<file path="config.mk">
export PLATFORM = sky130hd
export DESIGN_NAME = spi_sram_bus
export DESIGN_NICKNAME = d
export VERILOG_FILES = /design/src/rtl/spi_sram_bus.sv
export SDC_FILE = /design/constraint.sdc
export NUM_CORES = 1
export LEC_CHECK = 0
export CAP_MARGIN = 30
export CORE_MARGIN = 2
export CORE_UTILIZATION = 63
export CTS_BUF_LIST = sky130_fd_sc_hd__clkbuf_8
export DETAILED_ROUTE_END_ITERATION = 6
export PLACE_DENSITY = 0.95
export SLEW_MARGIN = 30
export SYNTH_ARGS = -nofsm -noshare
export SYNTH_HDL_FRONTEND = slang
export SYNTH_SLANG_ARGS = --single-unit
export TNS_END_PERCENT = 50
</file>
<file path="constraint.sdc">
create_clock -name clk -period 3.3 [get_ports clk]
set_input_delay 0.495 -clock clk [delete_from_list [all_inputs] [get_ports clk]]
set_output_delay 0.495 -clock clk [all_outputs]
set_load 0.03 [all_outputs]
</file>
<file path="src/rtl/spi_sram_bus.sv">
// -----------------------------------------------------------------------------
// spi_sram_bus
//   Memory-bus responder for single-byte CPU accesses to an external SPI
//   serial SRAM (23LC1024-class, 24-bit address, SPI mode 0).
//   Each access sends one 40-bit frame {cmd, address[23:0], data}:
//     - reads:  cmd 0x03, data byte 0x00, the last 8 MISO bits form the result
//     - writes: cmd 0x02, data byte = write data
//   `busy` is the CPU halt. It is high while the bus requests an access that
//   has not yet been completed.
//
// Parameters
//   CLOCK_DIV     SPI half-period in clk cycles (1..255)
//
// Ports
//   clk           system clock
//   reset         asynchronous, active-low reset
//   enable        bus request, held high by the bus for the whole access
//   write_enable  1 = write, 0 = read (sampled with enable)
//   address       24-bit SRAM byte address
//   data_in       write data
//   data_out      last byte read from the SRAM
//   busy          halt request to the CPU
//   spi_cs        SRAM chip select, active low
//   spi_clk       SPI clock, mode 0 (idles low)
//   spi_do        MOSI
//   spi_di        MISO
// -----------------------------------------------------------------------------
module spi_sram_bus #(
  parameter int CLOCK_DIV = 2
) (
  input  logic        clk,
  input  logic        reset,
  input  logic        enable,
  input  logic        write_enable,
  input  logic [23:0] address,
  input  logic [7:0]  data_in,
  output logic [7:0]  data_out,
  output logic        busy,
  output logic        spi_cs,
  output logic        spi_clk,
  output logic        spi_do,
  input  logic        spi_di
);

  localparam logic [7:0] DIV_LAST = 8'(CLOCK_DIV - 1);
  localparam logic [5:0] LAST_BIT = 6'd39;
  localparam logic [7:0] CMD_WR   = 8'h02;
  localparam logic [7:0] CMD_RD   = 8'h03;

  typedef enum logic [2:0] {
    S_IDLE,
    S_START,
    S_SHIFT,
    S_STOP,
    S_DONE
  } state_t;

  state_t      r_state;
  state_t      w_next;

  logic [7:0]  r_cnt;       // cycle count within the current half-period
  logic        r_phase;     // 0 = spi_clk low half, 1 = spi_clk high half
  logic [5:0]  r_bit;       // frame bit index, 0..39
  logic [39:0] r_shift;     // outgoing frame, MSB drives spi_do
  logic [7:0]  r_rx;        // last 8 sampled MISO bits
  logic [7:0]  r_data_out;
  logic [23:0] r_addr;
  logic        r_we;
  logic [7:0]  r_wdata;

  logic        w_half_end;
  logic        w_match;
  logic        w_frame;

  assign w_half_end = (r_cnt == DIV_LAST);

  // The bus holds a request steady until busy drops. Any change of the
  // request fields while enable is high counts as a new access.
  assign w_match = enable && (address == r_addr) && (write_enable == r_we) &&
                   (data_in == r_wdata);

  assign w_frame = (r_state == S_START) || (r_state == S_SHIFT);

  // SPI pins are pure decodes of registered state, so an asynchronous reset
  // releases chip select immediately.
  assign spi_cs   = ~w_frame;
  assign spi_clk  = (r_state == S_SHIFT) && r_phase;
  assign spi_do   = w_frame ? r_shift[39] : 1'b0;
  assign data_out = r_data_out;

  // Combinational so the CPU halts in the same cycle it raises enable.
  // Once enable drops, an abandoned transfer keeps running but does not halt.
  assign busy = reset & enable & ~((r_state == S_DONE) & w_match);

  // ---------------------------------------------------------------------------
  // FSM state register
  // ---------------------------------------------------------------------------
  always_ff @(posedge clk or negedge reset) begin
    if (!reset) r_state <= S_IDLE;
    else        r_state <= w_next;
  end

  // ---------------------------------------------------------------------------
  // FSM next-state
  // ---------------------------------------------------------------------------
  always_comb begin
    w_next = r_state;
    case (r_state)
      S_IDLE:  if (enable) w_next = S_START;
      S_START: if (w_half_end) w_next = S_SHIFT;
      S_SHIFT: if (w_half_end && r_phase && (r_bit == LAST_BIT)) w_next = S_STOP;
      S_STOP:  if (w_half_end) w_next = S_DONE;
      S_DONE:  if (!w_match) w_next = S_IDLE;
      default: w_next = S_IDLE;
    endcase
  end

  // ---------------------------------------------------------------------------
  // Datapath: request latch, bit timing, shift registers
  // ---------------------------------------------------------------------------
  always_ff @(posedge clk or negedge reset) begin
    if (!reset) begin
      r_cnt      <= '0;
      r_phase    <= 1'b0;
      r_bit      <= '0;
      r_shift    <= '0;
      r_rx       <= '0;
      r_data_out <= '0;
      r_addr     <= '0;
      r_we       <= 1'b0;
      r_wdata    <= '0;
    end else begin
      case (r_state)
        S_IDLE: begin
          r_cnt   <= '0;
          r_phase <= 1'b0;
          r_bit   <= '0;
          if (enable) begin
            r_addr  <= address;
            r_we    <= write_enable;
            r_wdata <= data_in;
            r_shift <= write_enable ? {CMD_WR, address, data_in}
                                    : {CMD_RD, address, 8'h00};
          end
        end

        S_START: begin
          r_phase <= 1'b0;
          r_bit   <= '0;
          r_cnt   <= w_half_end ? 8'd0 : r_cnt + 8'd1;
        end

        S_SHIFT: begin
          if (w_half_end) begin
            r_cnt <= '0;
            if (!r_phase) begin
              // spi_clk rises: sample MISO
              r_phase <= 1'b1;
              r_rx    <= {r_rx[6:0], spi_di};
            end else begin
              // spi_clk falls: present the next MOSI bit
              r_phase <= 1'b0;
              r_shift <= {r_shift[38:0], 1'b0};
              r_bit   <= r_bit + 6'd1;
              if ((r_bit == LAST_BIT) && !r_we) r_data_out <= r_rx;
            end
          end else begin
            r_cnt <= r_cnt + 8'd1;
          end
        end

        S_STOP: begin
          r_phase <= 1'b0;
          r_cnt   <= w_half_end ? 8'd0 : r_cnt + 8'd1;
        end

        default: begin
          r_cnt   <= '0;
          r_phase <= 1'b0;
        end
      endcase
    end
  end

endmodule

</file>
==> results of run 1 <==
-- layout make-up --
type / count / area (µm²)
repair buffers: 64 / 597
fillers: 458 / 1930
clock inverters: 7 / 65.1
multi-input cells: 316 / 2090
well taps: 102 / 128
flip-flops and latches: 107 / 2680
clock buffers: 9 / 124
inverters: 10 / 37.5
-- sequential cells by signal, summed over array words and instances (netlist names) --
register,flops
r_shift,40
r_rx,8
r_cnt,8
r_we,1
r_phase,1
r_state,3
r_wdata,8
r_bit,6
r_addr,24
data_out,8
-- power breakdown --
part           internal, mW  switching [mW]  leakage [nW]  total (mW)
Clock                 0.295           0.492        0.0947       0.787
Sequential             1.35          0.0300          1.34        1.38
Combinational        0.0986          0.0962          1.10       0.195
-- path summary, 6_finish.rpt --
path	startpoint	to	slack [ns]	depth (start not counted)
max in group asynchronous	reset	r_shift[30]	1.87	3
worst min-delay path	reset	r_shift[15]	0.22	2
worst max-delay path	address[23]	busy	0.09	8
worst max register to register	r_cnt[1]	r_shift[4]	0.92	8
min in group clk	data_out[0]	data_out[0]	0.52	1
worst min register to register	data_out[0]	data_out[0]	0.52	1
-- layer usage --
metal,wire length [µm],part of all wire (%),vias to the layer above
met5,0,0,-
met3,602,5.2,30
li1,-,-,1671
met1,4580,40,1843
met2,5970,52,172
met4,317,2.8,0
-- cell usage after synthesis (all sizes together), types with 7 or more instances --
cell type and instances:
inv 10, nor2 53, nand4 7, clkbuf 7
a31oi 32, dfrtp 107, nand2 64, buf 15
mux2 49, o21ai 10, nand3 22, xor2 17
xnor2 27
-- kinds of logic (layout without fill, tap and decap cells) --
kind of cell    Yosys count  after routing
buf+inv                  32             90
simple gates            167            167
xor+xnor                 44             44
compound gates           53             53
flops                   107            107
fa+ha+maj                 3              3
mux                      49             49
-- stage by stage --
step,cells,utilization (%)
global placement,599,72.3
detailed placement,599,72.3
CTS,615,74.8
global route,615,74.8
finish,615,74.8
floorplan,455,-
-- cells in the final DEF, fill, tap and decap left out, types with 2 or more instances in the layout --
cell type,n
and2_1,2
inv_8,2
nand2_1,63
xnor2_1,27
o21ai_0,10
inv_6,3
ha_1,3
nor2_1,53
inv_1,10
dfrtp_1,107
nand4_1,7
or3_1,2
clkbuf_8,9
nor4_1,5
nor3_1,2
nand3_1,22
clkdlybuf4s50_1,46
a21oi_1,6
a31oi_1,32
mux2_2,49
and3_1,2
buf_4,17
nor3b_1,2
xor2_1,17
==> flow_summary_export.csv, run 1 <==
group,metric,value,unit
synth,synth_seq_cells,107,
floorplanning,dieArea,8510,µm²
worst_setup_path,critical-path-top-delay-family,"buffers and inverters",
clocking,cts_resized,1,
run_status,status,"finished clean",
worst_setup_path,worst-path-buf-inv,3,
synth,yosys.area_share.simple,15.8,%
drt,vias,3716,
global_route,grt_pass1_vias,3695,
floorplanning,die_y,92.2,µm
finish,drive_gt1_share,17.2,%
finish,area_growth,16.6,%
worst_setup_path,path_class,"primary input to primary output",
worst_setup_path,arrival,2.72,ns
worst_setup_path,crit_fanout,3,
job,drv_cap,0,
clocking,clkTransAtPathRegs,0.11,ns
worst_setup_path,critPathRequiredTime,2.80,ns
timing,relSlewSlack,49.1,%
drt,ant_nets,0,
global_route,grt.total_usage,28.5,%
floorplanning,io-pin-count,49,
place,io_buffers,48,
timing,finalWorstPathRequiredPeriod,3.21,ns
timing,hold_ws,0.216,ns
global_route,overflow,0,
timing,skew,0.0108,ns
place,pre_cts_ws,-0.108,ns
clocking,h-tree-depth,3,
finish,design_area,5720,µm²
synth,async_flop_share,100,%
clocking,clock-sinks,107,
synth,synth_top_family_by_area,"simple AND/OR/NAND/NOR gates",
place,dpl_cell_area,5530,µm²
place,hpwl,7580,µm
synth,yosys_most_used_dff,"dfrtp_1",
synth,syn_nets,495,
power,power_density,414,nW/µm²
worst_setup_path,path_cells,"clkdlybuf4s50_1 -> xnor2_1 -> nand4_1 -> or4_1 -> nor4_1 -> buf_4 -> nor2_1 -> dlygate4sd2_1",
synth,synth_area_per_cell,10.8,µm²
timing,tightestPinTransition,0.763,ns
drt,drtPass1Iterations,5,
timing,fmax,311,MHz
timing,rsz0062_at_grt,"no",
timing,min_period_over_period,97.4,%
finish,diodes,0,
synth,netlist_area,4900,µm²
floorplanning,fp-row-count,32,
clocking,cts_made_buffers,9,
floorplanning,die_x,92.2,µm
synth,synth.area.top_cells,"dfrtp_1, mux2_2, nand2_1, xnor2_1, a31oi_1",
floorplanning,start_util,64.1,%
global_route,grt_max_degree,63,
synth,synth_compound_area_share,6.76,%
synth,synth_top_area_share,54.6,%
timing,maxSlewViolCount,0,
place,gp_congestion,0.900,
worst_setup_path,cp_slowest_cell,"or4_1",
synth,yosysSeqAreaShare,54.6,%
synth,synthAdderAreaFrac,0.765,%
drt,drcViolationCount,0,
worst_setup_path,critical_path.startpoint_type,"primary input",
global_route,grt_pass1_wl,18500,µm
global_route,globalRouteMet1Util,36.3,%
power,ir_drop,0.299,mV
global_route,busiest_layer,"met2",
timing,hold_violations,0,
floorplanning,fp.coreArea,7650,µm²
synth,synthXorXnorAreaFrac,7.86,%
worst_setup_path,endpoint_kind,"primary output",
drt,drt_iter0_markers,404,
synth,synth.distinct_cells,34,
clocking,cts_tree,"built",
global_route,antenna_found_initial,0,
timing,fin_tns_setup,0,ns
synth,syn_inst,455,
global_route,met3_usage,4.85,%
hold_path,hold_class,"primary input to asynchronous set/reset pin",
clocking,ctsHoldBuffers,0,
synth,yosysWarnings,0,
power,p_leak,2.54,nW
drt,post_drt_wl_per_cell,18.7,µm
clocking,clk_path_buf_depth,2,
timing,setup_violations,0,
clocking,insertion_delay,0.38,ns
synth,synthMuxAreaShare,11.2,%
worst_setup_path,cp_slowest_stage_delay,0.51,ns
global_route,met2_usage,48.8,%
drt,wl,11500,µm
clocking,root_buffer,"clkbuf_8",
finish,nets,548,
clocking,cts_setup_buffers,0,
drt,vias_per_cell,6.04,
synth,yosysTopAreaCell,"dfrtp_1",
synth,synth_edf_count,0,
timing,fin_ws,0.0864,ns
power,power.total,2.37,mW
Power figures use the tool's default switching activity.
==> run 2, diff against run 1 <==
--- a/config.mk
+++ b/config.mk
@@ -6,7 +6,7 @@
 export NUM_CORES = 1
 export LEC_CHECK = 0
 export CAP_MARGIN = 30
-export CORE_MARGIN = 2
+export CORE_MARGIN = 3
 export CORE_UTILIZATION = 63
 export CTS_BUF_LIST = sky130_fd_sc_hd__clkbuf_8
 export DETAILED_ROUTE_END_ITERATION = 6
==> run 2 against run 1 <==
Against the previous run:
- fmax increased by 0.13%
- core utilization increased by 2.4 points
- sequential power about the same
- clock skew about the same
- routed wire length decreased by 5.9%
- critical endpoint unchanged
==> flow_summary_export.csv, run 2 (same netlist as run 1, synthesis figures left out) <==
group,metric,value,unit
finish,area_growth,16.6,%
timing,tightestPinTransition,0.704,ns
global_route,overflow,0,
drt,ant_nets,0,
drt,drcViolationCount,0,
finish,final_cell_mix,"dfrtp_1, nand2_1, nor2_1",
floorplanning,die_x,94.2,µm
power,p_leak,2.54,nW
place,pre_cts_ws,-0.219,ns
worst_setup_path,endpoint_kind,"primary output",
place,dpl_cell_area,5510,µm²
timing,hold_ws,0.0326,ns
drt,drt_iter0_markers,307,
timing,rsz0062_at_grt,"no",
finish,final_common_cell,"dfrtp_1",
finish,design_area,5720,µm²
global_route,grt_pass1_vias,3635,
hold_path,hold_class,"primary input to asynchronous set/reset pin",
finish,diodes,0,
timing,skew,0.0109,ns
worst_setup_path,crit_fanout,3,
power,power_density,419,nW/µm²
clocking,insertion_delay,0.38,ns
timing,hold_violations,0,
clocking,root_buffer,"clkbuf_8",
clocking,cts_made_buffers,9,
timing,min_period_over_period,97.3,%
floorplanning,fp-row-count,31,
finish,largest_register,"r_shift",
place,io_buffers,48,
timing,finalWorstPathRequiredPeriod,3.21,ns
place,hpwl,7080,µm
floorplanning,start_util,66.2,%
clocking,clock-sinks,107,
clocking,ctsHoldBuffers,0,
global_route,grt_pass1_wl,18200,µm
clocking,cts_tree,"built",
clocking,clk_path_buf_depth,2,
drt,vias,3639,
floorplanning,fp.coreArea,7410,µm²
clocking,clkTransAtPathRegs,0.10,ns
floorplanning,io-pin-count,49,
timing,setup_violations,0,
global_route,grt.total_usage,26.5,%
global_route,grt_max_degree,80,
place,gp_congestion,0.838,
clocking,h-tree-depth,3,
worst_setup_path,critPathRequiredTime,2.80,ns
worst_setup_path,arrival,2.71,ns
finish,nets,544,
worst_setup_path,critical_path.startpoint_type,"primary input",
floorplanning,die_y,94.2,µm
timing,maxSlewViolCount,0,
worst_setup_path,path_class,"primary input to primary output",
finish,fill_cells,426,
drt,drtPass1Iterations,5,
timing,relSlewSlack,53.0,%
drt,vias_per_cell,5.99,
drt,post_drt_wl_per_cell,17.7,µm
global_route,antenna_found_initial,0,
finish,layout_top_registers,"r_shift (40), r_addr (24)",
run_status,status,"finished clean",
timing,fmax,312,MHz
finish,largest_reg_flops,40,
power,ir_drop,0.324,mV
floorplanning,dieArea,8880,µm²
drt,wl,10800,µm
timing,fin_tns_setup,0,ns
finish,drive_gt1_share,16.7,%
job,drv_cap,0,
timing,fin_ws,0.0906,ns
==> run 2: per-layer routing <==
layer | vias up | global-route usage, % | share of wire (%)
li1 | 1659 | - | -
met1 | 1806 | 35.6 | 41
met2 | 143 | 42.6 | 50
met3 | 31 | 6.65 | 6.6
met4 | 0 | 8.66 | 2.9
met5 | - | 0 | 0
==> run 2: power by group <==
group / internal [mW] / switching [mW] / total [mW]
Combinational: 0.0961 / 0.0942 / 0.190
Sequential: 1.35 / 0.0288 / 1.38
Clock: 0.356 / 0.464 / 0.820
==> run 2: stage by stage <==
stage	power, mW	utilization [%]	cells
6_report	2.39	77.2	608
5_1_grt	2.48	77.2	608
4_1_cts	2.40	77.1	608
3_5_place_dp	1.60	74.4	592
3_3_place_gp	1.58	74.4	592
2_1_floorplan	1.48	-	455
==> run 2: layout make-up <==
cell class / count / area (µm²) / area share (%)
Multi-Input combinational cell: 316 / 2100 / 36.7
Clock inverter: 7 / 73.8 / 1.29
Timing Repair Buffer: 60 / 583 / 10.2
Tap cell: 99 / 124 / 2.17
Clock buffer: 9 / 124 / 2.17
Inverter: 10 / 37.5 / 0.656
Sequential cell: 107 / 2680 / 46.8
==> run 2: critical path, stage by stage <==
cell and delay (ns):
clkdlybuf4s50_1 0.49, xnor2_1 0.28, nand4_1 0.11, or4_1 0.54
nor4_2 0.24, buf_4 0.17, nor2_1 0.03, dlygate4sd2_1 0.35
==> run 2: what timing repair did <==
action,4_1_cts,5_1_grt
setup buffers,0,0
resized for setup,2,0
setup endpoints to repair,1,0
==> run 2: path summary, 6_finish.rpt <==
| path | start | end | slack, ns | cells after the start |
|---|---|---|---|---|
| setup / recovery | address[23] | busy | 0.09 | 8 |
| hold / removal | reset | r_rx[7] | 0.03 | 1 |
| setup reg to reg | r_cnt[1] | data_out[2] | 1.00 | 7 |
| hold reg to reg | r_shift[34] | r_shift[35] | 0.51 | 2 |
| max in group asynchronous | reset | r_shift[28] | 2.24 | 2 |
| min in group clk | r_shift[34] | r_shift[35] | 0.51 | 2 |
